$ cat src/rtl/mult_share_pkg.sv
`default_nettype none
// ============================================================================
// Module      : mult_share_pkg
// Description : Shared types and constants for the multiplier sequencing
//               controller: FSM state encoding, default operand width and
//               the requester index type.
// Revision    : 1.0  initial release
// ============================================================================
package mult_share_pkg;

    // Default multiplier operand width (iterations per job).
    localparam int DEFAULT_WIDTH = 8;

    // Index of one of the two requesters (0 = switch panel, 1 = secondary).
    typedef logic req_idx_t;

    // Controller states. The EVAL decision has no state of its own: it is
    // folded into the transitions out of LOAD and SHIFT.
    typedef enum logic [2:0] {
        ST_IDLE    = 3'd0,
        ST_LOAD    = 3'd1,
        ST_ADD     = 3'd2,
        ST_SUB     = 3'd3,
        ST_SHIFT   = 3'd4,
        ST_DONE    = 3'd5,
        ST_RELEASE = 3'd6
    } state_t;

endpackage
`default_nettype wire

$ cat src/rtl/mult_share_ctrl_rr_arb2.sv
`default_nettype none
// ============================================================================
// Module      : rr_arb2
// Description : Two-input round-robin arbiter. The winner is combinational
//               from req; the tie pointer records the last tie winner and
//               flips only when a tie is resolved with advance high.
// Ports       : Clk, Reset (sync, active-high)
//               req[1:0]    request vector
//               advance     grant is being taken this cycle
//               winner[1:0] one-hot winner (0 when no request)
// Revision    : 1.0  initial release
// ============================================================================
module rr_arb2
    import mult_share_pkg::*;
(
    input  logic       Clk,
    input  logic       Reset,
    input  logic [1:0] req,
    input  logic       advance,
    output logic [1:0] winner
);

    // Requester that won the most recent tie; resets to 1 so that
    // requester 0 wins the first tie.
    req_idx_t r_last;

    always_ff @(posedge Clk) begin
        if (Reset) begin
            r_last <= 1'b1;
        end else if (advance && (&req)) begin
            r_last <= ~r_last;
        end
    end

    always_comb begin
        winner = 2'b00;
        if (&req) begin
            winner = r_last ? 2'b01 : 2'b10;
        end else begin
            winner = req;
        end
    end

endmodule
`default_nettype wire

$ cat src/rtl/mult_share_ctrl.sv
`default_nettype none
// ============================================================================
// Module      : mult_share_ctrl
// Description : Sequencing controller and two-port arbiter for a shared
//               WIDTH-bit add/shift Booth-style multiplier datapath. Grants
//               one requester, issues Clr_Ld, then WIDTH iterations of
//               optional Add (or Sub on the last iteration) followed by
//               Shift, and pulses done to the owner.
// Ports       : Clk, Reset (sync, active-high)
//               req[1:0]   level job requests, held until done is seen
//               M          current LSB of the datapath B register
//               grant[1:0] one-hot owner / operand mux select
//               done[1:0]  one-cycle completion pulse to the owner
//               busy       high outside IDLE
//               Clr_Ld, Add, Sub, Shift  datapath controls (Moore)
// Options     : MULT_SHARE_PERF_EN adds job_cnt[15:0] (saturating count of
//               completed jobs) and last_cycles (LOAD-to-done cycle count
//               of the last completed job).
// Revision    : 1.0  initial release
// ============================================================================
module mult_share_ctrl
    import mult_share_pkg::*;
#(
    parameter int WIDTH = DEFAULT_WIDTH
) (
    input  logic       Clk,
    input  logic       Reset,
    input  logic [1:0] req,
    input  logic       M,
    output logic [1:0] grant,
    output logic [1:0] done,
    output logic       busy,
    output logic       Clr_Ld,
    output logic       Add,
    output logic       Sub,
    output logic       Shift
`ifdef MULT_SHARE_PERF_EN
    ,
    output logic [15:0]                 job_cnt,
    output logic [$clog2(WIDTH+1)+1:0]  last_cycles
`endif
);

    localparam int CNT_W = $clog2(WIDTH + 1);
    localparam logic [CNT_W-1:0] c_last_iter = CNT_W'(WIDTH - 1);
    localparam logic [CNT_W-1:0] c_iters     = CNT_W'(WIDTH);

    state_t           r_state;
    state_t           w_next;
    logic [1:0]       r_grant;
    logic [CNT_W-1:0] r_cnt;
    logic [CNT_W-1:0] w_iter;
    logic [1:0]       w_winner;
    logic             w_owner_req;
    state_t           w_eval;

    rr_arb2 u_arb (
        .Clk     (Clk),
        .Reset   (Reset),
        .req     (req),
        .advance (r_state == ST_IDLE),
        .winner  (w_winner)
    );

    assign w_owner_req = |(req & r_grant);

    // Index of the iteration about to be evaluated. Out of LOAD it is the
    // freshly cleared count; out of SHIFT it is the count after this shift.
    assign w_iter = (r_state == ST_LOAD) ? '0 : r_cnt + 1'b1;

    // Merged EVAL decision: M is the B LSB as it will stand for the next
    // iteration.
    always_comb begin
        w_eval = ST_SHIFT;
        if (M) begin
            w_eval = (w_iter == c_last_iter) ? ST_SUB : ST_ADD;
        end
    end

    always_ff @(posedge Clk) begin
        if (Reset) begin
            r_state <= ST_IDLE;
        end else begin
            r_state <= w_next;
        end
    end

    always_comb begin
        w_next = r_state;
        case (r_state)
            ST_IDLE:    if (|req) w_next = ST_LOAD;
            ST_LOAD:    w_next = w_eval;
            ST_ADD:     w_next = ST_SHIFT;
            ST_SUB:     w_next = ST_SHIFT;
            ST_SHIFT:   w_next = (w_iter == c_iters) ? ST_DONE : w_eval;
            ST_DONE:    w_next = ST_RELEASE;
            ST_RELEASE: if (!w_owner_req) w_next = ST_IDLE;
            default:    w_next = ST_IDLE;
        endcase
    end

    // Iteration counter: cleared in LOAD, advanced once per shift, and
    // bounded by WIDTH because SHIFT leaves for DONE at that point.
    always_ff @(posedge Clk) begin
        if (Reset) begin
            r_cnt <= '0;
        end else if (r_state == ST_LOAD) begin
            r_cnt <= '0;
        end else if (r_state == ST_SHIFT) begin
            r_cnt <= r_cnt + 1'b1;
        end
    end

    // Owner is latched only from IDLE-cycle requests and held through
    // RELEASE so a still-asserted req cannot restart a job.
    always_ff @(posedge Clk) begin
        if (Reset) begin
            r_grant <= 2'b00;
        end else if ((r_state == ST_IDLE) && (|req)) begin
            r_grant <= w_winner;
        end else if ((r_state == ST_RELEASE) && !w_owner_req) begin
            r_grant <= 2'b00;
        end
    end

    assign grant  = r_grant;
    assign done   = (r_state == ST_DONE) ? r_grant : 2'b00;
    assign busy   = (r_state != ST_IDLE);
    assign Clr_Ld = (r_state == ST_LOAD);
    assign Add    = (r_state == ST_ADD);
    assign Sub    = (r_state == ST_SUB);
    assign Shift  = (r_state == ST_SHIFT);

`ifdef MULT_SHARE_PERF_EN
    logic [15:0]      r_job_cnt;
    logic [CNT_W+1:0] r_cyc;
    logic [CNT_W+1:0] r_last_cycles;

    // r_cyc equals the number of cycles since LOAD when DONE is reached.
    always_ff @(posedge Clk) begin
        if (Reset) begin
            r_job_cnt     <= '0;
            r_cyc         <= '0;
            r_last_cycles <= '0;
        end else begin
            case (r_state)
                ST_LOAD:  r_cyc <= (CNT_W+2)'(1);
                ST_ADD,
                ST_SUB,
                ST_SHIFT: r_cyc <= r_cyc + 1'b1;
                ST_DONE: begin
                    r_last_cycles <= r_cyc;
                    if (r_job_cnt != 16'hFFFF) begin
                        r_job_cnt <= r_job_cnt + 16'd1;
                    end
                end
                default: ;
            endcase
        end
    end

    assign job_cnt     = r_job_cnt;
    assign last_cycles = r_last_cycles;
`endif

endmodule
`default_nettype wire

$ cat config.mk
export PLATFORM = sky130hd
export DESIGN_NAME = mult_share_ctrl
export DESIGN_NICKNAME = d
export VERILOG_FILES = /design/src/rtl/mult_share_pkg.sv /design/src/rtl/mult_share_ctrl_rr_arb2.sv /design/src/rtl/mult_share_ctrl.sv
export SDC_FILE = /design/constraint.sdc
export NUM_CORES = 1
export LEC_CHECK = 0
export BUFFER_PORTS_ARGS = -buffer_cell sky130_fd_sc_hd__buf_2
export CELL_PAD_IN_SITES_DETAIL_PLACEMENT = 1
export CELL_PAD_IN_SITES_GLOBAL_PLACEMENT = 1
export CORE_MARGIN = 10
export CORE_UTILIZATION = 35
export CTS_CLUSTER_SIZE = 25
export DETAILED_ROUTE_END_ITERATION = 10
export MAX_ROUTING_LAYER = met4
export PLACE_DENSITY = 0.83
export SLEW_MARGIN = 20
export SYNTH_ARGS = -nofsm -noshare
export SYNTH_HDL_FRONTEND = slang
export SYNTH_SLANG_ARGS = --single-unit
$ cat constraint.sdc
create_clock -name Clk -period 1.9 [get_ports Clk]
set_clock_uncertainty 0.15 [all_clocks]
set_input_delay 0.095 -clock Clk [delete_from_list [all_inputs] [get_ports Clk]]
set_output_delay 0.095 -clock Clk [all_outputs]
set_load 0.01 [all_outputs]
## Word level (Yosys, flattened, before mapping)

Cells that the tools add are included.

- Flip-flop bits (word level): 10
- Bits in latches: 0
- RAM bits: 0
- ROM bits: 0
- Output and inout port bits: 9
- Word-level logic and storage cells: 42
- Memories kept: 0

- Add/sub/neg operators: 1
- $mul: 0
- Divide/modulo/power cells: 0
- Order comparisons: 0
- Equal/unequal tests: 10
- Shifts and indexed selects: 0
- Muxes and demuxes: 12
- Bitwise gates (word level): 2
- Reductions and logical operators: 13

Operators by type and width:

| kind | number |
|---|---|
| $pmux 3 s6 | 1 |
| $mux 3 | 4 |
| $mux 2 | 5 |
| $eq 3x3->1 const B | 3 |
| $reduce_or 2->1 | 4 |
| $eq 3x2->1 const B | 2 |
| $add 4x1->4 const B | 1 |
| $eq 4x3->1 const B | 1 |
| $eq 4x4->1 const B | 1 |
| $mux 4 | 1 |
| $ne 2x2->1 const B | 2 |
| $reduce_and 2->1 | 2 |
| $eq 3x1->1 const B | 1 |
| $logic_and 1x1->1 | 3 |
| $logic_not 3->1 | 1 |
| $reduce_bool 3->1 | 1 |
| $and 2x2->2 | 1 |
| $reduce_bool 2->1 | 1 |
| $logic_not 1->1 | 1 |
| $mux 1 | 1 |
| $not 1->1 | 1 |

## Longest topological paths before layout

Gate-level depths: netlist of the first run.

- Depth in word-level cells: 7
- Depth in mapped cells: 5

## Cells and area by module

A second synthesis of the first run with hierarchy kept.

- Cells, all modules: 76
- Area, all modules: 638.1 um^2

Modules (own cells, without submodules):

| module | instances | cells each | area each (um^2) | seq. area each (um^2) |
|---|---|---|---|---|
| mult_share_ctrl | 1 | 69 | 576.8 | 180.2 |
| rr_arb2 | 1 | 7 | 61.3 | 20.0 |

## Least setup slack after synthesis of the first run

OpenSTA, ideal clock, no wires.

- Path kind: reg2reg
- Start point: register r_cnt[0]
- End point: register r_state[2]
- Setup time: 0.114 ns
- Arrival: 1.352 ns
- Setup slack: 0.284 ns
- Stages on the path, launching flop included: 5
- Path buffers: 0
- Clock period less this slack: 1.616 ns
- Cell sequence: dfxtp_1 > ha_1 > and4bb_2 > a221oi_1 > a2111oi_0

- Word-level cells in the longest chain between the ends: 5

RTL lines:

| item | RTL line | RTL |
|---|---|---|
| from (decl) | mult_share_ctrl.sv:51 | `logic [CNT_W-1:0] r_cnt;` |
| from (signal assigned) | mult_share_ctrl.sv:110 | `r_cnt <= r_cnt + 1'b1;` |
| $add 4x1->4 | mult_share_ctrl.sv:69 | `assign w_iter = (r_state == ST_LOAD) ? '0 : r_cnt + 1'b1;` |
| $mux 4 | mult_share_ctrl.sv:69 |  |
| $eq 4x4->1 | mult_share_ctrl.sv:95 | `ST_SHIFT: w_next = (w_iter == c_iters) ? ST_DONE : w_eval;` |
| $mux 3 | mult_share_ctrl.sv:95 |  |
| $pmux 3 s6 | mult_share_ctrl.sv:90 | `case (r_state)` |
| to (signal assigned) | mult_share_ctrl.sv:84 | `r_state <= w_next;` |
| to (decl) | mult_share_ctrl.sv:48 | `state_t r_state;` |

No other way between the ends.
A chain may end at the register's enable or synchronous reset.

## Worst setup path after layout of the first run

- Start point: register r_cnt[1]
- End point: register r_state[2]

Same word-level chain as after synthesis.

==> results of run 1 <==
routing by layer:
metal  vias up  part of all wire
met2        13              0.47
met4         0             0.024
met5         -                 0
li1        320                 -
met3         5             0.050
met1       317              0.45
registers in the layout (all words and copies together), names as in the netlist:
signal / count
r_state: 3
grant: 2
u_arb.r_last: 1
r_cnt: 4
logic make-up after synthesis:
| logic type | count (synthesis) |
|---|---|
| adder cells (fa/ha/maj) | 1 |
| flip-flops | 10 |
| buffers and inverters | 9 |
| AND/OR/NAND/NOR | 29 |
| XOR/XNOR | 4 |
| AO/OA/AOI/OAI | 23 |
stage by stage:
stage	area, um2	total power [mW]	hold WS (ps)	setup slack (ps)	std cells
after floorplan	613	0.337	14.1	284	76
after global placement	703	0.390	170	222	105
after detailed placement	703	0.398	171	30.1	105
after CTS	736	0.551	4.30	14.5	109
after global routing	743	0.589	24.6	52.5	109
final	743	0.553	8.61	163	109
layout by cell type, fill, tap and decap left out, types with 2 or more instances in the layout:
cell	Yosys	routed
buf_2	3	13
nor2_1	9	9
dfxtp_1	10	9
inv_1	5	5
o21ai_0	5	5
a21oi_1	4	4
nand2_1	3	3
clkbuf_4	0	3
buf_4	0	3
nand2b_1	2	2
and3_1	2	2
xnor2_1	2	2
xor2_1	2	2
a22oi_1	2	2
nand3_1	2	2
a31oi_1	2	2
timing repair:
item                       4_1_cts  5_1_grt
buffers inserted                 0        0
hold endpoints to repair         4        0
resized for setup                0        3
setup endpoints to repair        0        1
hold buffers                     1        0
how the worst min path moves through the flow:
stage / start / end / depth (start not counted) / slack (ps)
after floorplan: Reset / grant[0] / 1 / 10
after global placement: Reset / grant[0] / 2 / 170
after detailed placement: Reset / grant[0] / 2 / 170
after CTS: M / r_state[0] / 3 / 4
after global routing: M / r_state[0] / 3 / 20
final: M / r_state[0] / 3 / 9
worst register-to-register path, stage by stage, from the launching register on:
cell       delay [ps]
dfxtp_1           410
ha_1              300
and4bb_2          310
a221oi_1           80
a2111oi_2         380
power by group through the flow:
stage | Clock, mW | Combinational (mW) | Sequential (mW)
after floorplan | 0 | 0.0918 | 0.245
after global placement | 0 | 0.137 | 0.254
after detailed placement | 0 | 0.143 | 0.255
after CTS | 0.155 | 0.146 | 0.250
after global routing | 0.167 | 0.167 | 0.255
final | 0.152 | 0.150 | 0.251
area by class of cell:
cell class / instances / share of cell area
repair buffers: 17 / 0.131
inverters: 5 / 0.0253
flip-flops and latches: 10 / 0.271
well taps: 17 / 0.0286
multi-input cells: 57 / 0.513
clock buffers: 3 / 0.0303
==> run metrics, run 1 <==
Remaining Overflow, GRT 0; register area 201 um2; CTS buffer count 3; distinct cell type count after synthesis 37; critical path depth in cells 4; CTS sink cnt 10; synthesis-to-finish area growth 21.2%; Synth Area in Simple Gates 0.276; total wire length 1830 um; largest stage delay on the critical path 410 ps; GRT busiest layer met2; top_reg_cell synth dfxtp_1; max_cap viols 0; worst r2r dst r_state[2]; vias post-DR 655; syn_area_per_cell 8.07 um2; met1 Use GR 0.119; Rel. slew slack 0.760; period utilization 0.914; Final Hold Fails 0; CTS tree built; final antenna-violating net count 0; Clock Power Share 0.275; pwr dens 744 mW/mm2; LEAKAGE 0.338 nW; async set-reset flop share out of synthesis 0; Initial Util 0.363; met3 GRT Util 0.0163; hold crit path type input port to flop; Final Wtd Congestion 0.748; chip height 61.9 um; fin util 0.440; Reg2Reg Setup Slack 160 ps; Worst Path Arrival 1750 ps; yosys warns 0; Post-synth EDFFs 0; Total Routing Usage GR 0.102; sequential area share after synthesis 0.327; register bit total from synthesis 10; Reg power frac 0.455; Power Internal 366 uW; logic gate share of total power 0.270; syn_nets 82; Yosys top cell by area dfxtp_1; Post-Synth XOR/XNOR Area 0.0571; run status finished, final reports clean; Worst IR Drop VDD 283 uV; Critical R2R Launch r_cnt[1]; R2R depth 4; CP Launch Point r_cnt[1]; share of post-route cells with drive strength above 1 0.250; setup TNS 0 ps; CP Class flop to flop; Mapped Cells 76; count leader, synth dfxtp_1; Initial DRC Count 16; CP Data Required Time 1910 ps; row count 15; DRC viols 0; unrepaired setup endpoints after global routing false; Adder-Cell Fraction of Synth Area 0.0204; DR vias/cell 6.01; crit path to r_state[2]; Ports 14; Top delay family on crit path compound AO/OA/AOI/OAI gates; CP Launch Type flop; diode count 0; die area 0.00383 mm2; measured slew at the worst slew-check pin 360 ps; Slew Viols, Final 0; Sw Ratio 0.339; Filler cells 218; largest net degree at the start of global routing 15; vias in the first global route 670; CP max FO 4; DRT Pass-1 Iters 4; most common library cells after synthesis dfxtp_1 (10), nor2_1 (9), inv_1 (5), o21ai_0 (5), a21oi_1 (4); first-pass GRT wire length 2910 um; worst-path cell chain ha_1 -> and4bb_2 -> a221oi_1 -> a2111oi_2; drt wl/cell 16.8 um; Setup Viol. Count Final 0; met2 Resource Use GR 0.160; CTS HTree Levels 1; slowest CP cell dfxtp_1; Final nets 100; synthesized area 613 um2; mux share of post-synthesis cell area 0; area of the multi-input gates 382 um2; Max Buffers Root-to-Sink 2; upper clock frequency limit 576 MHz; IO Port Bufs 13; WP buf/inv 0; largest family of logic cells by synthesized area simple AND/OR/NAND/NOR gates; Clock Tree Root clkbuf_4; initial antenna violation count 0; synth top area cells dfxtp_1 (33%), nor2_1 (5.5%), o21ai_0 (4.1%); core area 0.00169 mm2; Synth Area in Compound Gates 0.259; Yosys top cell area share 0.327; Clock transition at path regs 70 ps; Die Span X 61.9 um; Period minus WS final 1740 ps; Worst Setup End Kind flop; Clk Latency, worst-skew pair 270 ps; NetSw 187 uW; Post-DP HPWL 1370 um
No activity file was read; power rests on OpenSTA's default activity.
==> run 2: changes to the inputs <==
- CORE_MARGIN: 10 -> 4
- GPL_TIMING_DRIVEN: default -> 0
==> run metrics, run 2 (synthesis gave the netlist of run 1 again) <==
Worst Path Arrival 1770 ps (was 1750 ps); hold crit path type input port to flop (unchanged); Slew Viols, Final 0 (unchanged); run status finished, final reports clean (unchanged); initial antenna violation count 0 (unchanged); Clock Tree Root clkbuf_4 (unchanged); largest net degree at the start of global routing 11 (was 15); Final Hold Fails 0 (unchanged); R2R depth 4 (unchanged); Initial Util 0.389 (was 0.363); Min-Delay Endpoint grant[0] (was r_state[0]); chip height 49.9 um (was 61.9 um); Ports 14 (unchanged); LEAKAGE 0.339 nW (was 0.338 nW); row count 14 (was 15); diode count 0 (unchanged); DRC viols 0 (unchanged); CP Launch Type flop (unchanged); drt wl/cell 15.3 um (was 16.8 um); die area 0.00249 mm2 (was 0.00383 mm2); worst r2r dst r_state[2] (unchanged); CP Class flop to flop (unchanged); synthesis-to-finish area growth 20.8% (was 21.2%); vias in the first global route 605 (was 670); measured slew at the worst slew-check pin 538 ps (was 360 ps); final antenna-violating net count 0 (unchanged); hold path depth 3 (unchanged); CTS HTree Levels 1 (unchanged); Remaining Overflow, GRT 0 (unchanged); Final Wtd Congestion 0.778 (was 0.748); Critical R2R Launch r_cnt[0] (was r_cnt[1]); core area 0.00158 mm2 (was 0.00169 mm2); fin worst setup slack 126 ps (was 163 ps); Initial DRC Count 8 (was 16); largest stage delay on the critical path 430 ps (was 410 ps); HP Start req[0] (was M); pwr dens 719 mW/mm2 (was 744 mW/mm2); Worst IR Drop VDD 459 uV (was 283 uV); commonest non-fill, non-tap cell in the layout buf_2 (unchanged); period utilization 0.934 (was 0.914); Reg2Reg Setup Slack 130 ps (was 160 ps); Reg with most FFs r_cnt (unchanged); pre-CTS setup slack 142 ps (was 30.1 ps); Die Span X 49.9 um (was 61.9 um); Worst Setup End Kind flop (unchanged); Post-CTS Repair Setup Buffers 0 (unchanged); Period minus WS final 1770 ps (was 1740 ps); total wire length 1660 um (was 1830 um); DRT Pass-1 Iters 4 (unchanged); worst-path cell chain ha_1 -> and4bb_2 -> a221oi_1 -> a2111oi_0 (was ha_1 -> and4bb_2 -> a221oi_1 -> a2111oi_2); CTS tree built (unchanged); Rel. slew slack 0.638 (was 0.760); Clk Latency, worst-skew pair 260 ps (was 270 ps); Top delay family on crit path compound AO/OA/AOI/OAI gates (unchanged); Post-DP HPWL 1270 um (was 1370 um); Max Buffers Root-to-Sink 2 (unchanged); share of post-route cells with drive strength above 1 0.226 (was 0.250); DR vias/cell 6.02 (was 6.01); slowest CP cell dfxtp_1 (unchanged); WP buf/inv 0 (unchanged); upper clock frequency limit 564 MHz (was 576 MHz); CTS buffer count 3 (unchanged); Setup Viol. Count Final 0 (unchanged); max_cap viols 0 (unchanged); IO Port Bufs 12 (was 13); first-pass GRT wire length 2820 um (was 2910 um); Total Routing Usage GR 0.151 (was 0.102); CP max FO 6 (was 4); unrepaired setup endpoints after global routing false (unchanged); flip-flop count of the largest register after layout 4 (unchanged); CP Data Required Time 1900 ps (was 1910 ps); Clock transition at path regs 60 ps (was 70 ps); setup TNS 0 ps (unchanged); vias post-DR 656 (was 655); Filler cells 202 (was 218); Final nets 101 (was 100); most frequent cells in the layout buf_2 (15), dfxtp_1 (10), nor2_1 (9) (was buf_2 (13), nor2_1 (9), dfxtp_1 (9)); fin util 0.470 (was 0.440); CTS sink cnt 10 (unchanged)
==> run 2: cell types whose count changed in the layout (fill, tap and decap cells not counted), sizes merged <==
| cell | change |
|---|---|
| buf | -1 |
| clkbuf | +1 |
| dlygate4sd3 | +1 |
==> run 2: worst max path at each step <==
stage                     startpoint          to  slack (ps)  cells past startpoint
after CTS                 r_state[1]        busy          30                      4
after global placement      r_cnt[0]  r_state[2]         190                      4
after global routing        r_cnt[0]  r_state[2]          20                      4
after detailed placement  r_state[1]    grant[0]         140                      5
after floorplan             r_cnt[0]  r_state[2]         280                      4
final                       r_cnt[0]  r_state[2]         130                      4
==> run 2: timing repair <==
action / in CTS / in global routing
gates resized for setup: 0 / 1
hold buffers: 2 / 0
endpoints found under the hold margin: 4 / 0
endpoints found under the setup margin: 0 / 2
==> run 2: worst reg2reg max path, stage by stage (launching register included) <==
cell       delay (ps)
dfxtp_1           430
ha_1              310
and4bb_2          320
a221oi_1           70
a2111oi_0         370
==> run 2: power breakdown <==
| group | internal, mW | switching (mW) |
|---|---|---|
| Clock | 0.0731 | 0.0696 |
| Combinational | 0.0598 | 0.0871 |
| Sequential | 0.226 | 0.0165 |
| Total | 0.359 | 0.173 |
==> run 2: cell type report <==
class                           count  area (um2)  area share
Inverter                            5        18.8      0.0253
Clock buffer                        3        22.5      0.0304
Multi-Input combinational cell     57         380       0.514
Sequential cell                    10         200       0.270
Tap cell                           16        20.0      0.0270
Timing Repair Buffer               14        80.1       0.108
Buffer                              4        18.8      0.0253
==> run 2: per-layer routing <==
metal	wire length, um	global-route usage	vias up	part of all wire
met1	816	0.195	318	0.49
met5	0	-	-	0
met4	34	0.0829	0	0.020
met3	52	0.0211	4	0.031
met2	761	0.225	13	0.46
li1	-	-	321	-
==> run 2: stage by stage <==
| stage | hold slack (ps) | std cells | power [mW] | area (um2) |
|---|---|---|---|---|
| after floorplan | 14.1 | 76 | 0.337 | 613 |
| after global routing | 47.7 | 109 | 0.570 | 741 |
| after detailed placement | 187 | 104 | 0.389 | 693 |
| after CTS | 18.1 | 109 | 0.537 | 736 |
| after global placement | 170 | 104 | 0.381 | 693 |
| final | 34.4 | 109 | 0.532 | 741 |
